$ cat config.mk
export PLATFORM = sky130hd
export DESIGN_NAME = cnt_sched_flat
export DESIGN_NICKNAME = d
export VERILOG_FILES = /design/src/rtl/cnt_sched_pkg.sv /design/src/rtl/cnt_sched_if.sv /design/src/rtl/cnt_sched_rr_arb.sv /design/src/rtl/cnt_sched.sv /design/src/flat_wrapper.sv
export SDC_FILE = /design/constraint.sdc
export NUM_CORES = 1
export LEC_CHECK = 0
export ABC_AREA = 1
export BUFFER_PORTS_ARGS = -buffer_cell sky130_fd_sc_hd__buf_2
export CAP_MARGIN = 30
export CORE_AREA = 4 4 53 55
export CTS_BUF_LIST = sky130_fd_sc_hd__clkbuf_4 sky130_fd_sc_hd__clkbuf_8
export DETAILED_ROUTE_END_ITERATION = 8
export DIE_AREA = 0 0 57 59
export HOLD_SLACK_MARGIN = 0.02
export PLACE_DENSITY = 0.71
export SYNTH_ARGS = -nofsm -noshare
export SYNTH_HDL_FRONTEND = slang
export SYNTH_HIERARCHICAL = 1
export SYNTH_SLANG_ARGS = --single-unit
$ cat constraint.sdc
create_clock -name clk -period 3.2 [get_ports clk]
set_input_delay 0.8 -clock clk [delete_from_list [all_inputs] [get_ports clk]]
set_output_delay 0.8 -clock clk [all_outputs]
set_load 0.02 [all_outputs]
$ cat src/rtl/cnt_sched_pkg.sv
// rtl/cnt_sched_pkg.sv - shared types and constants for the counter scheduler
package cnt_sched_pkg;

    localparam int CW_DEF   = 3;
    localparam int NREQ_DEF = 4;

    typedef enum logic [1:0] {
        IDLE = 2'd0,
        CLR  = 2'd1,
        RUN  = 2'd2,
        DONE = 2'd3
    } state_t;

    // Owner index width; at least one bit even for two requesters.
    function automatic int owner_w(input int n);
        return (n > 2) ? $clog2(n) : 1;
    endfunction

endpackage

$ cat src/rtl/cnt_sched_if.sv
// rtl/cnt_sched_if.sv - requester / counter bundle seen by the scheduler
interface cnt_sched_if
    import cnt_sched_pkg::*;
#(
    parameter int CW   = CW_DEF,
    parameter int NREQ = NREQ_DEF
);
    localparam int OW = owner_w(NREQ);

    logic [NREQ-1:0]    req;
    logic [NREQ*CW-1:0] tgt;
    logic [CW-1:0]      cnt_val;
    logic               cnt_clr;
    logic               cnt_en;
    logic [NREQ-1:0]    gnt;
    logic [NREQ-1:0]    done;
    logic               busy;
    logic [OW-1:0]      owner;

    modport master (
        output req, tgt, cnt_val,
        input  cnt_clr, cnt_en, gnt, done, busy, owner
    );

    modport slave (
        input  req, tgt, cnt_val,
        output cnt_clr, cnt_en, gnt, done, busy, owner
    );

endinterface

$ cat src/rtl/cnt_sched_rr_arb.sv
// rtl/cnt_sched_rr_arb.sv - combinational round-robin pick starting at ptr
module rr_arb #(
    parameter int NREQ = 4,
    parameter int OW   = 2
) (
    input  logic [NREQ-1:0] i_req,
    input  logic [OW-1:0]   i_ptr,
    output logic            o_valid,
    output logic [OW-1:0]   o_idx
);

    always_comb begin
        o_valid = 1'b0;
        o_idx   = '0;
        for (int k = 0; k < NREQ; k++) begin
            if (!o_valid && i_req[(int'(i_ptr) + k) % NREQ]) begin
                o_valid = 1'b1;
                o_idx   = OW'((int'(i_ptr) + k) % NREQ);
            end
        end
    end

endmodule

$ cat src/rtl/cnt_sched.sv
// rtl/cnt_sched.sv - round-robin scheduler sharing one up-counter among requesters
module cnt_sched
    import cnt_sched_pkg::*;
#(
    parameter int CW   = CW_DEF,
    parameter int NREQ = NREQ_DEF
) (
    input  logic        clk,
    input  logic        reset_n,
    cnt_sched_if.slave  bus
);

    localparam int OW = owner_w(NREQ);

    state_t          r_state;
    state_t          w_next;
    logic [CW-1:0]   r_tgt_q;
    logic [OW-1:0]   r_owner;
    logic [OW-1:0]   r_ptr;
    logic [OW-1:0]   w_win;
    logic [OW-1:0]   w_owner_inc;
    logic            w_valid;
    logic            w_match;
    logic            w_req_own;
    logic [NREQ-1:0] w_own_hot;
    logic [NREQ-1:0] w_gnt;
    logic [NREQ-1:0] w_done;
    logic            w_cnt_clr;
    logic            w_cnt_en;
    logic            w_busy;

    rr_arb #(.NREQ(NREQ), .OW(OW)) u_arb (
        .i_req   (bus.req),
        .i_ptr   (r_ptr),
        .o_valid (w_valid),
        .o_idx   (w_win)
    );

    assign w_match     = (bus.cnt_val == r_tgt_q);
    assign w_req_own   = bus.req[r_owner];
    assign w_owner_inc = (r_owner == OW'(NREQ - 1)) ? '0 : r_owner + 1'b1;
    assign w_own_hot   = NREQ'(1) << r_owner;

    always_ff @(posedge clk or negedge reset_n) begin
        if (!reset_n) begin
            r_state <= IDLE;
        end else begin
            r_state <= w_next;
        end
    end

    // Reaching the target wins over a same-cycle request drop.
    always_comb begin
        w_next = r_state;
        unique case (r_state)
            IDLE: if (w_valid) w_next = CLR;
            CLR:  w_next = RUN;
            RUN: begin
                if (w_match)         w_next = DONE;
                else if (!w_req_own) w_next = IDLE;
            end
            DONE: w_next = IDLE;
            default: w_next = IDLE;
        endcase
    end

    always_ff @(posedge clk or negedge reset_n) begin
        if (!reset_n) begin
            r_tgt_q <= '0;
            r_owner <= '0;
            r_ptr   <= '0;
        end else begin
            if (r_state == IDLE && w_valid) begin
                r_tgt_q <= bus.tgt[int'(w_win)*CW +: CW];
                r_owner <= w_win;
            end
            if ((r_state == RUN && w_next == IDLE) || r_state == DONE) begin
                r_ptr <= w_owner_inc;
            end
        end
    end

    always_comb begin
        w_gnt     = '0;
        w_done    = '0;
        w_cnt_clr = 1'b0;
        w_cnt_en  = 1'b0;
        w_busy    = (r_state != IDLE);
        unique case (r_state)
            CLR: begin
                w_cnt_clr = 1'b1;
                w_gnt     = w_own_hot;
            end
            RUN: begin
                w_gnt    = w_own_hot;
                w_cnt_en = !w_match && w_req_own;
            end
            DONE:    w_done = w_own_hot;
            default: ;
        endcase
    end

    assign bus.gnt     = w_gnt;
    assign bus.done    = w_done;
    assign bus.cnt_clr = w_cnt_clr;
    assign bus.cnt_en  = w_cnt_en;
    assign bus.busy    = w_busy;
    assign bus.owner   = r_owner;

endmodule
$ cat src/flat_wrapper.sv
// flat-port wrapper written by rule: the top's interface ports become plain ports
module cnt_sched_flat import cnt_sched_pkg::*;
#(
    parameter int CW   = CW_DEF,
    parameter int NREQ = NREQ_DEF
)
  (clk, reset_n, bus_req, bus_tgt, bus_cnt_val, bus_cnt_clr, bus_cnt_en, bus_gnt, bus_done, bus_busy, bus_owner);
  cnt_sched_if #(.CW(CW), .NREQ(NREQ)) bus_i ();
  input  logic clk;
  input  logic reset_n;
  input wire logic [$bits(bus_i.req)-1:0] bus_req;
  input wire logic [$bits(bus_i.tgt)-1:0] bus_tgt;
  input wire logic [$bits(bus_i.cnt_val)-1:0] bus_cnt_val;
  output wire logic [$bits(bus_i.cnt_clr)-1:0] bus_cnt_clr;
  output wire logic [$bits(bus_i.cnt_en)-1:0] bus_cnt_en;
  output wire logic [$bits(bus_i.gnt)-1:0] bus_gnt;
  output wire logic [$bits(bus_i.done)-1:0] bus_done;
  output wire logic [$bits(bus_i.busy)-1:0] bus_busy;
  output wire logic [$bits(bus_i.owner)-1:0] bus_owner;
  assign bus_i.req = bus_req;
  assign bus_i.tgt = bus_tgt;
  assign bus_i.cnt_val = bus_cnt_val;
  assign bus_cnt_clr = bus_i.cnt_clr;
  assign bus_cnt_en = bus_i.cnt_en;
  assign bus_gnt = bus_i.gnt;
  assign bus_done = bus_i.done;
  assign bus_busy = bus_i.busy;
  assign bus_owner = bus_i.owner;
  cnt_sched #(.CW(CW), .NREQ(NREQ)) u_core (.clk(clk), .reset_n(reset_n), .bus(bus_i));
endmodule
Word level (Yosys, flattened, before mapping)
Index checks and enable logic that the tools add are counted.
{ "op_classes": {"n_lt_le_gt_ge": 5, "n_shift": 2, "mul": 1, "n_bitwise": 3, "eq_ne": 5, "addsub": 4, "n_reduce_logical": 18, "muxes": 30} }
{ "ops": {"columns": ["op", "n"], "rows": [
  ["$shiftx 12x32->3", 1],
  ["$mux 2", 8],
  ["$mux 1", 14],
  ["$lt 3x4->1 const B", 3],
  ["$bmux 1 s2", 5],
  ["$mux 4", 2],
  ["$pmux 2 s4", 1],
  ["$reduce_or 2->1", 4],
  ["$eq 2x2->1 const B", 3],
  ["$logic_and 1x1->1", 6],
  ["$lt 2x3->1 const B", 2],
  ["$add 2x1->2 const B", 2],
  ["$add 2x2->2 const B", 2],
  ["$logic_not 1->1", 4],
  ["$logic_not 2->1", 2],
  ["$mul 2x2->4 const B", 1],
  ["$shl 1x2->4 const A", 1],
  ["$and 1x1->1 const A", 3],
  ["$eq 3x3->1", 1],
  ["$eq 2x1->1 const B", 1],
  ["$reduce_bool 2->1", 1],
  ["$logic_or 1x1->1", 1]
]} }
{ "totals": {"input_bits": 21, "reg_bits": 9, "out_inout_bits": 13, "word_cells": 72} }

Depth between registers and ports, before layout
{ "logic_depth": {"ltp_word": 19, "ltp_mapped": 16, "mapped_depth_nobuf": 16} }

Hierarchy
The synthesis kept the hierarchy.
{ "modules_own_cells": {"columns": ["mod", "n_inst", "cells_per_inst", "area_per_inst_um2", "seq_area_each_um2"], "rows": [
  ["cnt_sched", 1, 114, 778.2, 225.2],
  ["rr_arb", 1, 59, 319.1, 0.0]
]} }

Worst setup path before layout
OpenSTA, ideal clock, no wires.
{ "synth_path": {"path_kind": "in2out", "start": "input bus_cnt_val[2]", "end": "output bus_cnt_en", "t_arrival_ps": 1362, "path_stages": 6, "setup_slack_ps": 1038, "required_ps": 2400, "n_path_buf": 0, "path_cell_list": "inv_1 -> nand2_1 -> nand2_1 -> nand3_1 -> nand3_1 -> nor2_1"} }
{ "synth_between": {"elab_chain_len": 4} }
{ "synth_lines": {"columns": ["item", "line", "rtl"], "rows": [
  ["start, declared", "flat_wrapper.sv:13", "input wire logic [$bits(bus_i.cnt_val)-1:0] bus_cnt_val;"],
  ["$eq 3x3->1", "cnt_sched.sv:39", "assign w_match = (bus.cnt_val == r_tgt_q);"],
  ["$logic_not 1->1", "cnt_sched.sv:96", "w_cnt_en = !w_match && w_req_own;"],
  ["$logic_and 1x1->1", "cnt_sched.sv:96", null],
  ["$mux 1", "cnt_sched.sv:89", "unique case (r_state)"],
  ["end, declared", "flat_wrapper.sv:15", "output wire logic [$bits(bus_i.cnt_en)-1:0] bus_cnt_en;"]
]} }
No other way between the ends.

Final worst setup path
{ "layout_path": {"start": "register u_core.r_ptr[0]", "end": "register u_core.r_tgt_q[0]"} }
{ "layout_between": {"elab_chain_len": 14, "elab_cells_between_ends": 31, "classes_between": "add/sub (3); mul (1); shift (1); mux (19); reduce/logical (7)"} }
{ "layout_lines": {"columns": ["item", "line", "rtl"], "rows": [
  ["start, declared", "cnt_sched.sv:19", "logic [OW-1:0] r_ptr;"],
  ["start signal, assigned", "cnt_sched.sv:78", "r_ptr <= w_owner_inc;"],
  ["$add 2x1->2 or $bmux 1 s2 (tied branches)", "cnt_sched_rr_arb.sv:16, cnt_sched_rr_arb.sv:18", null],
  ["$bmux 1 s2 or $mux 1 (tied branches)", "cnt_sched_rr_arb.sv:16", "if (!o_valid && i_req[(int'(i_ptr) + k) % NREQ]) begin"],
  ["$mux 1 (not written as such)", "cnt_sched_rr_arb.sv:16", null],
  ["$mux 1 (not written as such) or $logic_not 1->1 (tied branches)", "cnt_sched_rr_arb.sv:16", null],
  ["$logic_and 1x1->1", "cnt_sched_rr_arb.sv:16", null],
  ["$mux 1", "cnt_sched_rr_arb.sv:16", null],
  ["$logic_not 1->1", "cnt_sched_rr_arb.sv:16", null],
  ["$logic_and 1x1->1", "cnt_sched_rr_arb.sv:16", null],
  ["$mux 1", "cnt_sched_rr_arb.sv:16", null],
  ["$logic_not 1->1", "cnt_sched_rr_arb.sv:16", null],
  ["$logic_and 1x1->1", "cnt_sched_rr_arb.sv:16", null],
  ["$mux 2 (*)", "cnt_sched_rr_arb.sv:16", null],
  ["via u_core.w_win[0]", "cnt_sched.sv:20", "logic [OW-1:0] w_win;"],
  ["$mul 2x2->4 (*)", "cnt_sched.sv:74", "r_tgt_q <= bus.tgt[int'(w_win)*CW +: CW];"],
  ["$shiftx 12x32->3 (*)", "cnt_sched.sv:74", null],
  ["end signal, assigned", "cnt_sched.sv:74", null],
  ["end, declared", "cnt_sched.sv:17", "logic [CW-1:0] r_tgt_q;"]
]} }
The timed path passes the listed nets; every way through them passes the cells marked *. The select of a mux whose other input is x is not followed.
A chain may end at the register's enable or synchronous reset.

==> run_results.csv <==
group,metric,value,unit
outcome,status,"complete, no violations",
sta,finClkSkew,0.005275,ns
sta,fin_crit,2.388,ns
synthesis,synth_xor_area_share,0.7982,%
detailed_routing,routed_via_density,4.941,
placed_design,dp_hpwl,2196,um
clocking,cts_root_buf,"clkbuf_4",
floorplanning,ios,34,
worst_setup_path,r2r-start,"u_core/r_ptr[0]$_DFFE_PN0P_",
power_and_ir_drop,cellPowerDensity,1043,nW/um2
synthesis,async_reset_ff_share,100.0,%
clocking,worstSkewPairLatency,0.26,ns
placed_design,portBuffers,33,
power_and_ir_drop,leakagePower,0.8071,nW
synthesis,avgSynthCellArea,6.343,um2
global_route,track_usage,16.75,%
synthesis,synth-simple-area-share,46.29,%
worst_setup_path,path_max_fanout,12,
placed_design,place_area,1289,um2
clocking,cts_setup_buffers,0,
floorplanning,row_count,18,
layout,finalNonFillerCells,239,
synthesis,ys_seq_elements,9,
worst_setup_path,worstSetupPathType,"reg -> reg",
sta,fmax,418.7,MHz
synthesis,ys.flop_type,"dfrtp_1",
worst_setup_path,arrival,2.53,ns
layout,fin_area,1319,um2
layout,fin_nets,240,
placed_design,place_inst,235,
detailed_routing,first_pass_iters,4,
floorplanning,initial_core_util,45.96,%
synthesis,synth_top_family_by_area,"simple AND/OR/NAND/NOR gates",
synthesis,yosys.area.top_type,"dfrtp_1",
worst_setup_path,cp.required,3.34,ns
sta,relSlewSlack,67.58,%
synthesis,yosysWarnings,6,
detailed_routing,wl,2643,um
floorplanning,die_h,59,um
layout,multi_input_area,740.7,um2
detailed_routing,route.detailed.drc,0,
sta,slew_violations,0,
detailed_routing,drt_first_iter_violations,38,
synthesis,synthCells,173,
sta,fin_ws,0.8119,ns
clocking,cts_tree,"yes",
sta,hold_violations,0,
synthesis,ys_top_cells_by_area,"dfrtp_1, nand2_1, ha_1, inv_1, nand2_2",
synthesis,seq_area_frac_synth,20.52,%
floorplanning,coreArea,2387,um2
clocking,cts_buffers,3,
worst_setup_path,crit_start,"u_core/r_ptr[0]$_DFFE_PN0P_",
sta,final.setup.tns,0,ns
clocking,htreeDepth,1,
sta,timing.final.crit_share,74.63,%
synthesis,synth_common_cells,"nand2_1, inv_1, nor2_1",
sta,setup_viol,0,
clocking,ctsLongestPathBuffers,2,
sta,rsz0062_at_grt,"false",
synthesis,yosys.cell_count.top_type,"nand2_1",
synthesis,synth_top_area_share,20.52,%
floorplanning,die_x,57,um
detailed_routing,wire_per_inst,11.06,um
synthesis,synth_compound_area_share,9.122,%
sta,worst_hold_slack,0.3755,ns
global_route,overflow,0,
power_and_ir_drop,peakVddDrop,0.5217,mV
synthesis,ys_types,22,
worst_hold_path,hp-class,"in -> async",
run,max_cap_viol_count,0,
sta,tightest_slew,0.4864,ns
synthesis,synth_edf_count,0,
layout,insertedDiodeCount,0,
detailed_routing,num_vias,1181,
placed_design,dp_slack,0.7093,ns
synthesis,synthMuxAreaShare,1.026,%
worst_setup_path,cp-start-kind,"register",
synthesis,syn-num-nets,203,
clocking,cts-resized-gates,0,
synthesis,synth_area,1097,um2
global_route,grt_pass1_wl,4547,um
floorplanning,dieArea,3363,um2
layout,area_growth,20.18,%
layout,filler_cell_count,248,
clocking,cts_hold_buf,0,
synthesis,yosys.area_share.adder,10.26,%
placed_design,gp_congestion,0.8790,
global_route,grt_pass1_vias,1127,
global_route,antenna_found_initial,0,
layout,drive_above_1_share,31.10,%
clocking,clk_pin_slew_worst_paths,0.06,ns
clocking,cts_sinks,9,
layout,post-route-util,55.24,%
detailed_routing,antenna_left,0,
worst_setup_path,cp-end-kind,"register",
global_route,grt_max_degree,13,
layout,regArea,225.2,um2
power_and_ir_drop,power,1.375,mW
[cell type report]
cell class	count	area share, %
Sequential cell	9	17.08
Clock buffer	4	2.277
Timing Repair Buffer	33	12.52
Tap cell	30	2.846
Inverter	32	9.108
Multi-Input combinational cell	131	56.17
[routing by layer]
layer | part of all wire (%) | wire (um) | track usage, % | up-vias
li1 | - | - | - | 613
met1 | 45 | 1188 | 20.75 | 520
met2 | 47 | 1245 | 29.53 | 43
met3 | 6.7 | 177 | 2.832 | 5
met4 | 1.2 | 31 | 5.629 | 0
met5 | 0 | 0 | 0 | -
[worst max-delay path: stages, from the launching register on]
cell and delay (ns):
dfrtp_1 0.64, inv_2 0.18, nand2_1 0.11, nand2_2 0.08, nand2_2 0.09, nand2_2 0.06
nor2_4 0.11, nand3_2 0.06, nand2_1 0.06, nand2_1 0.05, inv_1 0.13, inv_1 0.13
o21ai_0 0.18, o22ai_1 0.09, mux2_2 0.27
[cells by family after synthesis]
logic type / after synthesis
xor gates and xnor gates: 1
and+or+nand+nor: 102
DFF: 9
AOI/OAI and AO/OA: 18
adders and majority gates: 9
buffers and inverters: 33
muxes: 1
[placed cells by master (no fill, tap or decap), drive strengths merged]
master | netlist | final
a21oi | 3 | 3
o21ai | 11 | 11
inv | 32 | 32
xnor2 | 1 | 1
nor2 | 16 | 16
o21bai | 1 | 1
nand3b | 1 | 1
o22ai | 3 | 3
buf | 1 | 33
nand3 | 15 | 15
dfrtp | 9 | 9
nand4 | 4 | 4
ha | 9 | 9
clkbuf | 0 | 4
mux2 | 1 | 1
nand2 | 66 | 66
[power by group]
group	total, mW	internal (mW)	switching (mW)
registers	0.261	0.172	0.0885
logic	1.02	0.359	0.661
clock network	0.0951	0.0565	0.0386
[worst paths after layout]
check	to	slack (ns)	depth (start not counted)
hold reg to reg	u_core/r_tgt_q[2]$_DFFE_PN0P_	0.56	2
setup / recovery	u_core/r_tgt_q[0]$_DFFE_PN0P_	0.81	14
setup reg to reg	u_core/r_tgt_q[0]$_DFFE_PN0P_	0.81	14
max in group asynchronous	u_core/r_tgt_q[0]$_DFFE_PN0P_	2.65	1
hold / removal	u_core/r_tgt_q[1]$_DFFE_PN0P_	0.38	1
min in group clk	u_core/r_tgt_q[2]$_DFFE_PN0P_	0.56	2
[state kept, by name, summed over array words and instances (netlist names)]
signal,flops
u_core/r_state,2
u_core/r_ptr,2
u_core/r_tgt_q,3
u_core/bus.owner,2
No activity file was read; power rests on OpenSTA's default activity.
